### src/rtl/pipe_pkg.sv
// Shared geometry constants, FSM state type and pipe slot record for the
// pipe obstacle generator.
package pipe_pkg;

  localparam int SCREEN_W  = 640;
  localparam int BIRD_X    = 160;
  localparam int GAP_MIN_Y = 80;
  localparam int GAP_STEP  = 8;
  localparam int X_W       = 10;
  localparam int Y_W       = 9;
  localparam int MAX_DELTA = 64;

  typedef enum logic [1:0] {
    IDLE,
    RUN,
    FREEZE
  } state_t;

  typedef struct packed {
    logic           valid;
    logic [X_W-1:0] x;
    logic [Y_W-1:0] gap_y;
  } pipe_slot_t;

endpackage

### src/rtl/pipe_slot.sv
// One pipe slot: holds valid/x/gap_y, scrolls left on request and reports
// when it is about to retire or cross the bird column.
module pipe_slot
  import pipe_pkg::*;
#(
  parameter int SPEED = 2
) (
  input  logic           i_clk,
  input  logic           i_rst,
  input  logic           i_scroll,
  input  logic           i_load,
  input  logic           i_clear,
  input  logic [Y_W-1:0] i_load_gap_y,
  output logic           o_valid,
  output logic [X_W-1:0] o_x,
  output logic [Y_W-1:0] o_gap_y,
  output logic           o_retire,
  output logic           o_crossed
);

  pipe_slot_t     r_slot;
  logic [X_W-1:0] w_xNew;

  assign w_xNew    = r_slot.x - X_W'(SPEED);
  assign o_retire  = r_slot.valid && (r_slot.x < X_W'(SPEED));
  assign o_crossed = r_slot.valid && !o_retire &&
                     (r_slot.x >= X_W'(BIRD_X)) && (w_xNew < X_W'(BIRD_X));

  // A load wins over scrolling so a slot retiring this tick can be refilled.
  always_ff @(posedge i_clk) begin
    if (i_rst || i_clear) begin
      r_slot <= '0;
    end else if (i_load) begin
      r_slot.valid <= 1'b1;
      r_slot.x     <= X_W'(SCREEN_W);
      r_slot.gap_y <= i_load_gap_y;
    end else if (i_scroll && r_slot.valid) begin
      if (o_retire) begin
        r_slot.valid <= 1'b0;
        r_slot.x     <= '0;
      end else begin
        r_slot.x <= w_xNew;
      end
    end
  end

  assign o_valid = r_slot.valid;
  assign o_x     = r_slot.x;
  assign o_gap_y = r_slot.gap_y;

endmodule

### src/rtl/pipe_gap_generator.sv
// Turns LFSR words into scrolling pipe obstacles and pulses on bird-column
// crossings. Define GAP_DIFF_LIMIT_EN to clamp each new gap near the last one.
module pipe_gap_generator
  import pipe_pkg::*;
#(
  parameter int SPEED        = 2,
  parameter int SPAWN_FRAMES = 80,
  parameter int PIPE_SLOTS   = 4
) (
  input  logic                      i_clk,
  input  logic                      i_rst,
  input  logic                      i_frame_tick,
  input  logic                      i_game_run,
  input  logic                      i_game_clear,
  input  logic [4:0]                i_rnd_data,
  output logic [PIPE_SLOTS-1:0]     o_pipe_valid,
  output logic [PIPE_SLOTS*X_W-1:0] o_pipe_x,
  output logic [PIPE_SLOTS*Y_W-1:0] o_pipe_gap_y,
  output logic                      o_spawn_pulse,
  output logic                      o_score_pulse
);

  localparam int CNT_W = (SPAWN_FRAMES > 1) ? $clog2(SPAWN_FRAMES) : 1;
  localparam int IDX_W = (PIPE_SLOTS > 1) ? $clog2(PIPE_SLOTS) : 1;

  state_t                r_state;
  state_t                w_nextState;
  logic [CNT_W-1:0]      r_spawnCnt;
  logic                  r_spawnPulse;
  logic                  r_scorePulse;

  logic                  w_advance;
  logic                  w_doSpawn;
  logic                  w_anyFree;
  logic [IDX_W-1:0]      w_freeIdx;
  logic [PIPE_SLOTS-1:0] w_free;
  logic [PIPE_SLOTS-1:0] w_retire;
  logic [PIPE_SLOTS-1:0] w_crossed;
  logic [Y_W-1:0]        w_rawGap;
  logic [Y_W-1:0]        w_gapY;

  // Ticks only count while running; a tick that coincides with run dropping is lost.
  assign w_advance = (r_state == RUN) && i_frame_tick && i_game_run && !i_game_clear;
  assign w_doSpawn = w_advance && (r_spawnCnt == '0) && w_anyFree;
  assign w_rawGap  = Y_W'(GAP_MIN_Y) + Y_W'(i_rnd_data) * Y_W'(GAP_STEP);

`ifdef GAP_DIFF_LIMIT_EN
  logic [Y_W-1:0] r_lastGapY;
  logic [Y_W-1:0] w_low;
  logic [Y_W-1:0] w_high;

  always_comb begin
    w_low  = (r_lastGapY > Y_W'(MAX_DELTA)) ? (r_lastGapY - Y_W'(MAX_DELTA)) : '0;
    w_high = r_lastGapY + Y_W'(MAX_DELTA);
    w_gapY = w_rawGap;
    if (w_rawGap < w_low) begin
      w_gapY = w_low;
    end else if (w_rawGap > w_high) begin
      w_gapY = w_high;
    end
  end

  always_ff @(posedge i_clk) begin
    if (i_rst || i_game_clear) begin
      r_lastGapY <= Y_W'(GAP_MIN_Y);
    end else if (w_doSpawn) begin
      r_lastGapY <= w_gapY;
    end
  end
`else
  assign w_gapY = w_rawGap;
`endif

  always_comb begin
    w_anyFree = 1'b0;
    w_freeIdx = '0;
    for (int i = PIPE_SLOTS - 1; i >= 0; i--) begin
      if (w_free[i]) begin
        w_anyFree = 1'b1;
        w_freeIdx = IDX_W'(i);
      end
    end
  end

  for (genvar g = 0; g < PIPE_SLOTS; g++) begin : g_slot
    pipe_slot #(
      .SPEED(SPEED)
    ) u_slot (
      .i_clk        (i_clk),
      .i_rst        (i_rst),
      .i_scroll     (w_advance),
      .i_load       (w_doSpawn && (w_freeIdx == IDX_W'(g))),
      .i_clear      (i_game_clear),
      .i_load_gap_y (w_gapY),
      .o_valid      (o_pipe_valid[g]),
      .o_x          (o_pipe_x[g*X_W +: X_W]),
      .o_gap_y      (o_pipe_gap_y[g*Y_W +: Y_W]),
      .o_retire     (w_retire[g]),
      .o_crossed    (w_crossed[g])
    );
    assign w_free[g] = !o_pipe_valid[g] || w_retire[g];
  end

  always_comb begin
    w_nextState = r_state;
    if (i_game_clear) begin
      w_nextState = IDLE;
    end else begin
      case (r_state)
        IDLE:    if (i_game_run)  w_nextState = RUN;
        RUN:     if (!i_game_run) w_nextState = FREEZE;
        FREEZE:  if (i_game_run)  w_nextState = RUN;
        default: w_nextState = IDLE;
      endcase
    end
  end

  // A failed spawn leaves the counter at zero so the next tick retries.
  always_ff @(posedge i_clk) begin
    if (i_rst) begin
      r_state      <= IDLE;
      r_spawnCnt   <= '0;
      r_spawnPulse <= 1'b0;
      r_scorePulse <= 1'b0;
    end else begin
      r_state      <= w_nextState;
      r_spawnPulse <= w_doSpawn;
      r_scorePulse <= w_advance && (|w_crossed);
      if (i_game_clear || ((r_state == IDLE) && i_game_run)) begin
        r_spawnCnt <= '0;
      end else if (w_advance) begin
        if (r_spawnCnt != '0) begin
          r_spawnCnt <= r_spawnCnt - 1'b1;
        end else if (w_anyFree) begin
          r_spawnCnt <= CNT_W'(SPAWN_FRAMES - 1);
        end
      end
    end
  end

  assign o_spawn_pulse = r_spawnPulse;
  assign o_score_pulse = r_scorePulse;

endmodule

### config.mk
export PLATFORM = sky130hd
export DESIGN_NAME = pipe_gap_generator
export DESIGN_NICKNAME = d
export VERILOG_FILES = /design/src/rtl/pipe_pkg.sv /design/src/rtl/pipe_slot.sv /design/src/rtl/pipe_gap_generator.sv
export SDC_FILE = /design/constraint.sdc
export NUM_CORES = 1
export LEC_CHECK = 0
export CAP_MARGIN = 10
export CORE_MARGIN = 1.5
export CORE_UTILIZATION = 34
export CTS_CLUSTER_DIAMETER = 200
export DETAILED_ROUTE_END_ITERATION = 8
export PLACE_DENSITY = 0.67
export SLEW_MARGIN = 40
export SYNTH_ARGS = -nofsm -noshare
export SYNTH_HDL_FRONTEND = slang
export SYNTH_SLANG_ARGS = --single-unit
export TNS_END_PERCENT = 20
### constraint.sdc
create_clock -name i_clk -period 2.98 [get_ports i_clk]
set_input_delay 0.447 -clock i_clk [delete_from_list [all_inputs] [get_ports i_clk]]
set_output_delay 0.447 -clock i_clk [all_outputs]
set_load 0.005 [all_outputs]
==> key figures, run 1 <==
Timing
  • Smallest setup slack after layout: about 400 ps
  • Final slew viol count: 0
  • Fmax: about 0.39 GHz
  • Final worst-path cycle share: between 80% and 90%
  • RSZ-0062 raised after global routing: no
  • Final Critical Period: 2582 ps
  • Final Hold Slack: roughly 450 ps
  • Clock skew after layout: around 5.7 ps
  • Setup violators final: 0
  • Worst Max-Slew Pin Slew: approximately 710 ps
  • Number of endpoints with negative hold slack in the final report: 0
  • Max-slew headroom: a little over half
  • Sum Neg Setup Slack: 0 ps

GRT
  • Maximum number of pins on one net before global-route repair: 38
  • Wire length of the first global-routing pass: around 17000 µm
  • Vias in the first global route: between 3k and 4k
  • Grt ovf: 0
  • Total global-route track usage: 16.99%
  • Number of antenna violations at the first check in global routing: 0

Floorplanning
  • Chip width: 111.1 µm
  • Rows: 39
  • Starting utilization of the core area: a little over a third
  • Number of primary I/O pins: around 90
  • Core ar.: 11420 µm²
  • Overall die area: roughly 12000 µm²
  • DIE HEIGHT: 111.1 µm

Pwr
  • Total power divided by cell area: ~450 nW/µm²
  • Highest ir drop seen on vdd: ~0.30 mV
  • Leak: roughly 1.9 nW

Finish
  • Layout-stage area growth over the synthesis result: 29.80%
  • Filler cells: roughly 1.1k
  • Utilization after layout: a little under half
  • Layout cell share with drive strength beyond 1: under 10%
  • Number of antenna cells inserted: 0
  • Final layout net count: between 500 and 600
  • Final design instance area without fill: 5161 µm²

Synthesis
  • Syn_area_per_cell: about 8.0 µm²
  • Most frequently used flop master after synthesis: dfxtp_1
  • Share of synthesized area occupied by flip-flops and latches: between 30% and 40%
  • Proportion of register bits with asynchronous set or reset after synthesis: 0%
  • Synthesized instance count: around 500
  • Netlist cell types: 49
  • Number of synthesized flops with an enable pin: 0
  • Mapped Area: 3976 µm²
  • Number of warnings printed during yosys synthesis: 0
  • FF+latch count, synth: just under 80

Route
  • Total wire length after detailed routing: around 10000 µm
  • Routed len/inst: about 14 µm
  • Initial detailed-routing violation count: 227
  • Total number of vias: between 3k and 4k
  • Number of remaining DRC errors: 0
  • Count of nets left with antenna violations after detail routing: 0
  • Vias per cell: between 5 and 6
  • Initial DRT Pass Iterations: 4

Critical path
  • R2R cell count: 8
  • Maximum cell stage delay along the critical path: ~660 ps
  • Crit end category: flop
  • Critical Path Start Type: flop
  • Critical-path cell with the highest stage delay: or3_1
  • Category of cells accounting for the largest share of critical-path delay: simple AND/OR/NAND/NOR gates
  • WP data required: between 3000 and 4000 ps
  • Maximum fanout along the worst path: 10
  • Critical R2R Capture: g_slot[2].u_slot.o_gap_y[6]
  • R2r startpoint: r_spawnCnt[0]
  • Critical path class: flop to flop
  • Buffers plus inverters on the worst setup path: 1
  • WP data arrival: between 2000 and 3000 ps
  • Chain of cells forming the critical path: inv_1 > ha_1 > or4b_4 > nor3_4 > nand4_2 > or3_1 > mux2i_1 > nor2_1
  • R2R setup slack: between 300 and 400 ps

Clock network
  • CTS Root Buffer Type: clkbuf_16
  • Clock tree from TritonCTS: built
  • Total CTS buffers: 9
  • Clock slew seen by the registers of the worst setup and hold paths: 60 ps
  • Number of H-tree levels: 3
  • Cts repair resizes: 0
  • Number of hold buffers added after cts: 0
  • Number of buffers added for setup after CTS: 0
  • Clk_lat worst skew: around 330 ps
  • Max Buffers Root-to-Sink: 2
  • Clk sinks: 79

Hold path
  • Min-delay worst type: flop to flop
  • Worst hold path endpoint: g_slot[3].u_slot.o_x[0]
  • Startpoint of the most critical hold path: g_slot[3].u_slot.o_x[0]
  • Worst hold stages: 2

Placement
  • Placed standard-cell area: around 4800 µm²
  • Port buffer count: 79
  • Post-place setup slack: 205.7 ps
  • Routability congestion estimate: 0.8304
  • HPWL after detailed placement: around 7500 µm

Run
  • Reported max-cap violation count: 0

Run status
  • Run status: complete, no violations
==> sequential cells by signal, summed over array words and instances (netlist names) <==
register / count
g_slot.u_slot.o_x: 40
g_slot.u_slot.o_gap_y: 24
r_spawnCnt: 7
g_slot.u_slot.o_valid: 4
r_state: 2
o_score_pulse: 1
o_spawn_pulse: 1
==> cells by family after synthesis <==
| logic type | Yosys count | synth area share [%] |
|---|---|---|
| adders and majority gates | 6 | 1.888 |
| AOI/OAI and AO/OA | 97 | 14.07 |
| xor gates and xnor gates | 7 | 1.542 |
| DFF | 79 | 39.77 |
| and+or+nand+nor | 220 | 27.41 |
| buffers and inverters | 52 | 6.922 |
| other | 1 | 0.09431 |
| muxes | 33 | 8.307 |
==> synth_stat cells, types with 2 or more instances <==
cell type  instances  share of area (%)
nand4_1            7                1.1
buf_4             17                3.2
nand3_1           13                1.6
and2_1             3               0.47
nor2_1            86                8.1
mux2i_1           33                8.3
ha_1               6                1.9
o21ai_0           24                3.0
inv_1             18                1.7
a311oi_1           2               0.44
and3_1             3               0.47
xnor2_1            4               0.88
or4b_2             2               0.50
dfxtp_1           79                 40
or2_2              3               0.47
nor3_2             2               0.50
nor4_1             9                1.4
nand3b_1           2               0.38
nor3_1            26                3.3
a211o_1            2               0.44
nand2_2            3               0.47
nand2b_1           4               0.63
o211ai_1           3               0.57
nor2b_1            3               0.47
nor3b_1            3               0.57
a211oi_1           3               0.57
or3_1              8                1.3
xor2_1             3               0.66
or4_1              7                1.3
buf_6              2               0.57
a31oi_1            8                1.3
o21a_1             3               0.57
clkbuf_1          14                1.3
a21oi_1           43                5.4
o31ai_1            2               0.38
nand2_1           32                3.0
==> worst max-delay path by stage <==
| stage | startpoint | to | depth (start not counted) |
|---|---|---|---|
| floorplan | r_spawnCnt[0] | g_slot[2].u_slot.o_gap_y[8] | 9 |
| global placement | i_game_run | g_slot[2].u_slot.o_x[0] | 8 |
| detailed placement | i_game_run | g_slot[2].u_slot.o_x[2] | 8 |
| CTS | r_spawnCnt[0] | g_slot[2].u_slot.o_gap_y[6] | 8 |
| global route | r_spawnCnt[0] | g_slot[2].u_slot.o_gap_y[6] | 8 |
| finish | r_spawnCnt[0] | g_slot[2].u_slot.o_gap_y[6] | 8 |
==> cell type report <==
type                    count  area (µm²)  area share [%]
flip-flops and latches     79        1582           30.64
repair buffers             85       848.3           16.44
inverters                  18       67.56           1.309
multi-input cells         375        2161           41.87
clock inverters             5       81.33           1.576
clock buffers              11       242.7           4.703
well taps                 143       178.9           3.467
==> power breakdown <==
group,leakage [nW],total (mW),internal [mW],switching [mW]
logic,1.10,0.0653,0.0235,0.0418
registers,0.636,1.06,1.06,0.00164
clock network,0.156,1.19,0.756,0.432
==> worst min-delay path, stage by stage (launching register included) <==
cell and delay [ps]:
dfxtp_1 310, o21ai_0 60, nor2_1 40
==> placed cells by master (no fill, tap or decap), types with 5 or more instances in the layout <==
master / n
a31oi_1: 8
or4_1: 7
clkdlybuf4s50_1: 79
nand3_1: 13
a21oi_1: 43
o21ai_0: 24
nor2_1: 86
dfxtp_1: 79
ha_1: 6
nor4_1: 9
inv_1: 18
clkbuf_16: 9
nand2_1: 32
buf_4: 5
nand4_1: 7
nor3_1: 26
or3_1: 8
mux2i_1: 33
conb_1: 12
==> per-stage QoR <==
step           power, mW  cells
6_report           2.313    716
5_1_grt            2.394    716
4_1_cts            2.333    716
3_5_place_dp       1.148    700
3_3_place_gp       1.147    700
2_1_floorplan      1.130    506
==> routing by layer <==
layer	wire, µm	share of wire, %	track usage, %	up-vias
li1	-	-	-	1884
met1	4774	46	21.78	1758
met2	4575	44	26.79	112
met3	789	7.6	5.358	13
met4	203	2.0	6.329	0
met5	0	0	0	-
No activity file was read; power rests on OpenSTA's default activity.
==> run 2: changes to the inputs <==
Settings changed: SLEW_MARGIN 40 to 20.
==> results of run 2 <==
The final DEF is identical to that of run 1; final timing and power are the same.
==> run 3: changes to the inputs <==
Settings changed: ABC_AREA set to 1, PLACE_DENSITY 0.67 to 0.66.
==> run 3 against run 2 <==
Effect of this change: register-to-register slack better by 300 ps; routed wire length up 2.2%; power decreased by 3.3%; maximum frequency grew 6.5%; global-route usage decreased by 0.26 points; sequential cell count is the same; synthesized area grew 6.0%; cell count increased by 21%; critical path type is now input pin to flop; largest power group unchanged.
==> key figures, run 3 <==
Placement
  • Post-place setup slack: between 200 and 250 ps
  • Port buffer count: 79
  • HPWL after detailed placement: roughly 8000 µm
  • Placed standard-cell area: between 5000 and 6000 µm²
  • Cell count after placement: between 800 and 900
  • Routability congestion estimate: approximately 0.84

Finish
  • Final layout net count: 707
  • Max FFs per register: 40
  • Filler cells: roughly 1.3k
  • Number of antenna cells inserted: 0
  • Final non-filler cell total: 864
  • Final design instance area without fill: 5400 µm²
  • Most frequent cells in the layout: 130 x nand2_1, 102 x nor2_1, 79 x dfxtp_1, 79 x clkdlybuf4s50_1, 75 x inv_1
  • Layout cell share with drive strength beyond 1: 7.471%
  • Most common cell after layout, fill and taps aside: nand2_1
  • Layout-stage area growth over the synthesis result: 28.15%
  • Utilization after layout: 44.77%

Route
  • Vias per cell: around 4.7
  • Initial detailed-routing violation count: about 200
  • Total wire length after detailed routing: 10570 µm
  • Number of remaining DRC errors: 0
  • Routed len/inst: about 12 µm
  • Initial DRT Pass Iterations: 5
  • Count of nets left with antenna violations after detail routing: 0
  • Total number of vias: 4020

Synthesis
  • Number of synthesized flops with an enable pin: 0
  • Cell taking the most area after synthesis: dfxtp_1
  • Proportion of register bits with asynchronous set or reset after synthesis: 0%
  • Top post-synthesis cells by area: dfxtp_1 38%, nand2_1 12%, nor2_1 9.1%
  • Leading post-synthesis cells by instance count: 130 x nand2_1, 102 x nor2_1, 79 x dfxtp_1
  • FF+latch count, synth: 79
  • Fraction of synthesized cell area taken by the top area cell type: a little under two fifths
  • Library cell with the highest instance count after synthesis: nand2_1
  • Share of synthesized area occupied by flip-flops and latches: 37.53%
  • Synthesized instance count: about 610
  • Most frequently used flop master after synthesis: dfxtp_1
  • Number of warnings printed during yosys synthesis: 0
  • Mapped Area: ~4200 µm²
  • Netlist cell types: 34
  • Syn_area_per_cell: just under 7 µm²

Timing
  • Fmax: roughly 0.41 GHz
  • Smallest setup slack after layout: between 500 and 600 ps
  • Sum Neg Setup Slack: 0 ps
  • Setup violators final: 0
  • Worst Max-Slew Pin Slew: 758.8 ps
  • Final slew viol count: 0
  • Final worst-path cycle share: 81.31%
  • Number of endpoints with negative hold slack in the final report: 0
  • Clock skew after layout: about 12 ps
  • Final Hold Slack: approximately 430 ps
  • Max-slew headroom: 48.88%
  • Final Critical Period: around 2400 ps
  • RSZ-0062 raised after global routing: no

Clock network
  • Clk sinks: between 70 and 80
  • Total CTS buffers: 9
  • Clock slew seen by the registers of the worst setup and hold paths: 70 ps
  • Clk_lat worst skew: 340 ps
  • CTS Root Buffer Type: clkbuf_16
  • Max Buffers Root-to-Sink: 2
  • Number of H-tree levels: 3
  • Number of buffers added for setup after CTS: 0
  • Cts repair resizes: 0
  • Number of hold buffers added after cts: 0
  • Clock tree from TritonCTS: built

Floorplanning
  • Rows: 40
  • Starting utilization of the core area: 34.94%
  • Number of primary I/O pins: 92
  • Core ar.: roughly 12000 µm²
  • Chip width: approximately 110 µm
  • Overall die area: about 13000 µm²
  • DIE HEIGHT: 114.3 µm

Run status
  • Run status: complete, no violations

GRT
  • Grt ovf: 0
  • Total global-route track usage: about 17%
  • Wire length of the first global-routing pass: ~17000 µm
  • Vias in the first global route: 3729
  • Number of antenna violations at the first check in global routing: 0
  • Maximum number of pins on one net before global-route repair: 26

Hold path
  • Min-delay worst type: flop to flop
  • Startpoint of the most critical hold path: g_slot[1].u_slot.o_x[0]

Critical path
  • Crit end category: flop
  • Maximum fanout along the worst path: 11
  • Critical path class: input pin to flop
  • WP data required: ~3200 ps
  • WP data arrival: 2650 ps
  • Critical Path Start Type: input pin
  • First element of the critical path: i_game_run
  • R2r startpoint: r_spawnCnt[0]

Pwr
  • Leak: 2.206 nW
  • Total power consumption of the routed design: about 2.2 mW
  • Total power divided by cell area: 414.2 nW/µm²
  • Highest ir drop seen on vdd: 0.2377 mV

Run
  • Reported max-cap violation count: 0
run 3: changes by cell type after synthesis, sizes merged, moves of 5 or more:
cell    previous run  this run
nand2             35       140
inv               18        77
mux2i             33         0
nor2              86       116
nor3              29         6
nand3             13        31
xor2               3        21
clkbuf            14         2
nor4               9         0
a22oi              0         8
or3                8         0
or4                7         0
a31oi              8         2
o22ai              0         5
run 3: layout make-up:
cell class | count | area [µm²] | area share (%)
Tap cell | 168 | 210.2 | 3.892
Clock inverter | 6 | 67.56 | 1.251
Multi-Input combinational cell | 442 | 2213 | 40.99
Clock buffer | 10 | 229.0 | 4.240
Sequential cell | 79 | 1582 | 29.29
Inverter | 78 | 292.8 | 5.422
Timing Repair Buffer | 81 | 805.8 | 14.92
run 3: report_power, final:
| part | switching (mW) | internal (mW) |
|---|---|---|
| clock | 0.454 | 0.654 |
| sequential | 0.00136 | 1.06 |
| combinational | 0.0466 | 0.0241 |
| total | 0.502 | 1.73 |
run 3: per-layer routing:
layer  up-vias  GRT usage, %  wire length, µm
met5         -             0                0
met4         0         4.750              140
met3        11         3.812              447
met2        90         27.23             4783
met1      1837         22.28             5197
li1       2082             -                -
run 3: worst paths after layout:
path	to	slack [ps]	cells past startpoint
setup / recovery	g_slot[0].u_slot.o_gap_y[5]	560	10
hold / removal	g_slot[1].u_slot.o_x[0]	430	2
setup reg to reg	g_slot[0].u_slot.o_gap_y[5]	700	11
hold reg to reg	g_slot[1].u_slot.o_x[0]	430	2
run 3: logic make-up after synthesis:
logic type,after synthesis,share of synthesized area [%]
buf+inv,101,10.93
xor+xnor,24,4.988
simple gates,314,33.67
compound gates,86,11.02
flops,79,37.53
fa+ha+maj,6,1.781
other cells,1,0.08899
run 3: worst max-delay path: stages:
cell and delay, ps:
clkdlybuf4s50_1 500, inv_2 60, nor3_2 180, nand3_2 240
nor2_4 340, inv_1 120, nor2_4 190, nand2_1 270
o21ai_0 240, nor2_1 60
